`src/rtl/decode_fetch_queue.sv`:
```
// rtl/decode_fetch_queue.sv - instruction byte queue and 15-byte decoder window controller
module decode_fetch_queue #(
  parameter int DEPTH_BYTES = 32,
  parameter int FILL_BYTES  = 8
) (
  input  logic                         clk,
  input  logic                         reset,
  input  logic                         flush,
  input  logic [63:0]                  flush_pc,
  input  logic                         fill_valid,
  output logic                         fill_ready,
  input  logic [0:63]                  fill_data,
  output logic                         win_valid,
  output logic [0:119]                 win_data,
  output logic [63:0]                  win_pc,
  input  logic                         consume_valid,
  input  logic [3:0]                   consume_bytes,
  output logic [$clog2(DEPTH_BYTES):0] count
);

  localparam int AW       = $clog2(DEPTH_BYTES);
  localparam int CW       = AW + 1;
  localparam int WIN_SIZE = 15;

  localparam logic [CW-1:0] FILL_LIMIT = CW'(DEPTH_BYTES - FILL_BYTES);
  localparam logic [CW-1:0] WIN_MIN    = CW'(WIN_SIZE);

  typedef enum logic {
    IDLE = 1'b0,
    RUN  = 1'b1
  } state_t;

  state_t        state;
  logic [AW-1:0] rd;
  logic [AW-1:0] wr;
  logic [7:0]    mem [DEPTH_BYTES];

  logic fill_fire;
  logic consume_fire;

  // Handshakes decode from registered occupancy; flush only ever masks fill_ready
  assign fill_ready   = (state == RUN) && !flush && (count <= FILL_LIMIT);
  assign win_valid    = (state == RUN) && (count >= WIN_MIN);
  assign fill_fire    = fill_valid && fill_ready;
  assign consume_fire = consume_valid && win_valid && !flush;

  // Control state, pointers, occupancy and window PC; flush overrides fill and consume
  always_ff @(posedge clk or posedge reset) begin
    if (reset) begin
      state  <= IDLE;
      rd     <= '0;
      wr     <= '0;
      count  <= '0;
      win_pc <= '0;
    end else if (flush) begin
      state  <= RUN;
      rd     <= '0;
      wr     <= '0;
      count  <= '0;
      win_pc <= flush_pc;
    end else begin
      if (fill_fire) begin
        wr <= wr + AW'(FILL_BYTES);
      end
      if (consume_fire) begin
        rd     <= rd + AW'(consume_bytes);
        win_pc <= win_pc + 64'(consume_bytes);
      end
      count <= count
             + (fill_fire    ? CW'(FILL_BYTES)    : '0)
             - (consume_fire ? CW'(consume_bytes) : '0);
    end
  end

  // Byte storage; contents are don't-care after flush/reset since count gates the window
  always_ff @(posedge clk) begin
    if (fill_fire) begin
      for (int i = 0; i < FILL_BYTES; i++) begin
        mem[wr + AW'(i)] <= fill_data[i*8 +: 8];
      end
    end
  end

  // Window bytes beyond the buffered count read as zero
  always_comb begin
    win_data = '0;
    for (int k = 0; k < WIN_SIZE; k++) begin
      if (CW'(k) < count) begin
        win_data[k*8 +: 8] = mem[rd + AW'(k)];
      end
    end
  end

endmodule

```
`config.mk`:
```
export PLATFORM = sky130hd
export DESIGN_NAME = decode_fetch_queue
export DESIGN_NICKNAME = d
export VERILOG_FILES = /design/src/rtl/decode_fetch_queue.sv
export SDC_FILE = /design/constraint.sdc
export NUM_CORES = 1
export LEC_CHECK = 0
export CORE_MARGIN = 1.5
export CORE_UTILIZATION = 25
export DETAILED_ROUTE_END_ITERATION = 7
export SLEW_MARGIN = 20
export SYNTH_ARGS = -nofsm -noshare
export SYNTH_HDL_FRONTEND = slang
export SYNTH_SLANG_ARGS = --single-unit
```
`constraint.sdc`:
```
create_clock -name clk -period 4.3 [get_ports clk]
set_input_delay 1.29 -clock clk [delete_from_list [all_inputs] [get_ports clk]]
set_output_delay 1.29 -clock clk [all_outputs]
set_load 0.03 [all_outputs]
```
==> flow_metrics.py <==
metrics = {
    "logic_synthesis": {
        "synth_top_area_share_pct": 27.82,
        "synth_seq_cells": 334,
        "synth_ff_type": "edfxtp_1",
        "yosysTopAreaCell": "edfxtp_1",
        "avgSynthCellArea_um2": 10.36,
        "synth-edff-count": 256,
        "synthTopCellsByArea": "edfxtp_1 (28%), mux4_2 (20%), nand2_1 (9.0%)",
        "seq_area_frac_synth_pct": 34.88,
        "syn_area_mm2": 0.02763,
        "synthesis.nets": 2841,
        "synth-async-reset-ratio_pct": 23.35,
        "synthCells": 2667,
        "ys_types": 74,
        "synth_common_cells": "nand2_1 (663), edfxtp_1 (256), mux4_2 (241), mux2i_1 (155), mux2_2 (99)",
        "synth_most_common_cell": "nand2_1",
        "ys.warnings.count": 0,
    },
    "drt": {
        "via_per_inst": 5.842,
        "drt_iter0_markers": 4067,
        "m1WireLength_um": 53510,
        "drc": 0,
        "drtPass1Iterations": 6,
        "via_count": 26760,
        "ant_nets": 0,
        "totalWireLength_um": 137400,
        "wl_met3_um": 16790,
        "avgRoutedWirePerCell_um": 29.99,
        "top_layer": "met5",
        "wl_met2_um": 60040,
    },
    "floorplanning": {
        "die-height_um": 335.5,
        "coreArea_mm2": 0.1093,
        "die_w_um": 335.5,
        "die_area_mm2": 0.1125,
        "io_pins": 329,
        "start_util_pct": 25.28,
        "row_count": 121,
    },
    "final_layout": {
        "fin_util_pct": 34.92,
        "final_layout_size_suffix_gt1_share_pct": 32.33,
        "final_nets": 3246,
        "finalInstanceArea_mm2": 0.03817,
        "areaGrowthSynthToFinish_pct": 38.14,
    },
    "global_routing": {
        "grt_pass1_wl_um": 189200,
        "overflow": 0,
        "grt_pass1_vias": 24490,
        "grt_max_degree": 73,
        "antenna_found_initial": 6,
        "grt.total_usage_pct": 23.45,
    },
    "clock_tree": {
        "cts_buffers": 40,
        "hold_buffers": 0,
        "root_buffer": "clkbuf_16",
        "path_clk_slew_ns": 0.07,
        "cts.sinks": 334,
        "cts_tree": "done",
        "clk_latency_ns": 0.61,
        "htreeDepth": 2,
        "clk_path_buf_depth": 3,
    },
    "worst_hold_path": {
        "hp-class": "reg2reg",
    },
    "placement": {
        "post-dp-hpwl_um": 103200,
        "placedInstanceArea_mm2": 0.03401,
        "port_buffers": 328,
        "routabilityCongestion": 1.014,
    },
    "sta": {
        "timing.final.crit_share_pct": 107.7,
        "layout_setup_ws_ns": -0.3292,
        "hold_viol": 0,
        "tightestPinTransition_ns": 0.9922,
        "fin_skew_ns": 0.04135,
        "finalSetupViolations": 107,
        "period_minus_slack_ns": 4.629,
        "drv_slew": 0,
        "rsz0062_at_grt": "yes",
        "maxSlewHeadroom_pct": 33.50,
        "fmax_ghz": 0.2160,
    },
    "setup_path": {
        "rr_startpoint": "count[2]",
        "critical_path.max_fanout": 7,
        "crit_path_end_kind": "output pin",
        "crit_type": "reg2out",
        "reg2reg_slack_ns": 1.07,
        "worstRegToRegCells": 12,
        "endpoint": "win_data[78]",
        "crit_start": "rd[0]",
        "cp_data_arrival_time_ns": 3.34,
        "r2r-end": "count[5]",
        "worst_setup_path_start_kind": "flip-flop",
        "critPathRequiredTime_ns": 3.01,
    },
    "run_status": {
        "violations": "setup timing",
        "outcome": "finished with violations",
    },
    "job": {
        "cap_violations": 0,
    },
    "power_and_ir_drop": {
        "peakVddDrop_v": 0.0004143,
        "leakagePower_nw": 13.61,
        "powerDensity_mw_per_mm2": 687.2,
    },
}
-- timing repair --
action	4_1_cts	5_1_grt
pin swaps	36	24
endpoints found under the setup margin	120	118
setup buffers	39	15
cloned	18	5
resized for setup	297	80
hold endpoints to repair	0	0
-- placed cells by master (no fill, tap or decap), types with 15 or more instances in the layout --
cell type / n
buf_6: 52
a22oi_2: 15
or4_1: 33
edfxtp_1: 256
o21ai_0: 55
clkbuf_16: 49
mux2_4: 49
mux2_2: 51
buf_4: 192
clkdlybuf4s50_1: 206
o211ai_1: 26
nor2_1: 89
a21oi_1: 55
xor2_1: 25
o22a_1: 22
a31oi_1: 29
ha_1: 24
o31ai_1: 28
xnor2_1: 21
buf_12: 77
nand4_1: 51
mux4_2: 241
buf_16: 20
mux2i_4: 25
inv_1: 35
dfrtp_1: 73
nor4_1: 16
a22oi_1: 19
nand3_1: 67
o22ai_1: 43
a211o_1: 22
mux2i_2: 26
mux2i_1: 104
nand2_1: 651
o221ai_2: 19
-- metrics by stage --
step | instances | hold WS (ns) | TNS, ns | setup WS, ns | total power, W
floorplan | 2667 | 0.5011 | 0 | 0.01180 | 0.01263
global route | 4581 | 0.6142 | -24.02 | -0.3515 | 0.02689
finish | 4581 | 0.5806 | -17.73 | -0.3292 | 0.02623
CTS | 4560 | 0.5802 | -16.03 | -0.2830 | 0.02538
global placement | 4431 | 0.5523 | -0.1143 | -0.05206 | 0.01996
detailed placement | 4431 | 0.5643 | -0.3894 | -0.09645 | 0.01999
-- power breakdown --
part	internal [W]	switching [W]	total, W
clock	0.00193	0.00147	0.00340
combinational	0.00798	0.0108	0.0188
sequential	0.00374	0.000269	0.00401
-- area by class of cell --
| cell class | count | area, um^2 |
|---|---|---|
| fill | 10900 | 71130 |
| multi-input combinational | 2083 | 18500 |
| sequential | 334 | 9653 |
| timing repair buffer | 568 | 6706 |
| tap | 1476 | 1847 |
| clock buffer | 55 | 1099 |
| clock inverter | 17 | 183.9 |
| inverter | 45 | 177.7 |
| antenna | 3 | 7.507 |
-- how the worst min path moves through the flow --
stage                          start         end  slack, ns  depth (start not counted)
after floorplan                state       state       0.50                          2
after global placement         state       state       0.55                          2
after detailed placement       state       state       0.56                          2
after CTS                      state       state       0.58                          2
after global routing      win_pc[31]  win_pc[31]       0.61                          2
final                          state       state       0.58                          2
-- logic make-up (layout without fill, tap and decap cells) --
kind of cell	Yosys count	count (layout)	synth area share, %
and+or+nand+nor	1048	1048	16.97
muxes	496	496	29.33
AOI/OAI and AO/OA	444	444	11.15
buffers and inverters	250	685	4.021
DFF	334	334	34.88
xor gates and xnor gates	58	58	1.866
other	0	3	0
adders and majority gates	37	37	1.784
-- per-layer routing --
layer / global-route usage [%] / vias up
met2: 35.61 / 1895
met3: 6.890 / 361
met5: 0 / -
met4: 9.522 / 4
met1: 31.10 / 13360
li1: - / 11140
-- critical path, stage by stage (launching register included) --
cell     delay, ns
dfrtp_4       0.46
inv_4         0.05
ha_4          0.37
buf_12        0.15
buf_16        0.13
buf_12        0.11
mux4_2        0.55
mux2_4        0.31
a221o_1       0.44
buf_6         0.19
-- flip-flops by register name, indices dropped and copies added, names as in the netlist --
name / count
state: 1
win_pc: 64
wr: 2
mem: 256
count: 6
rd: 5
Note: power is estimated with default switching activity, not from simulation.
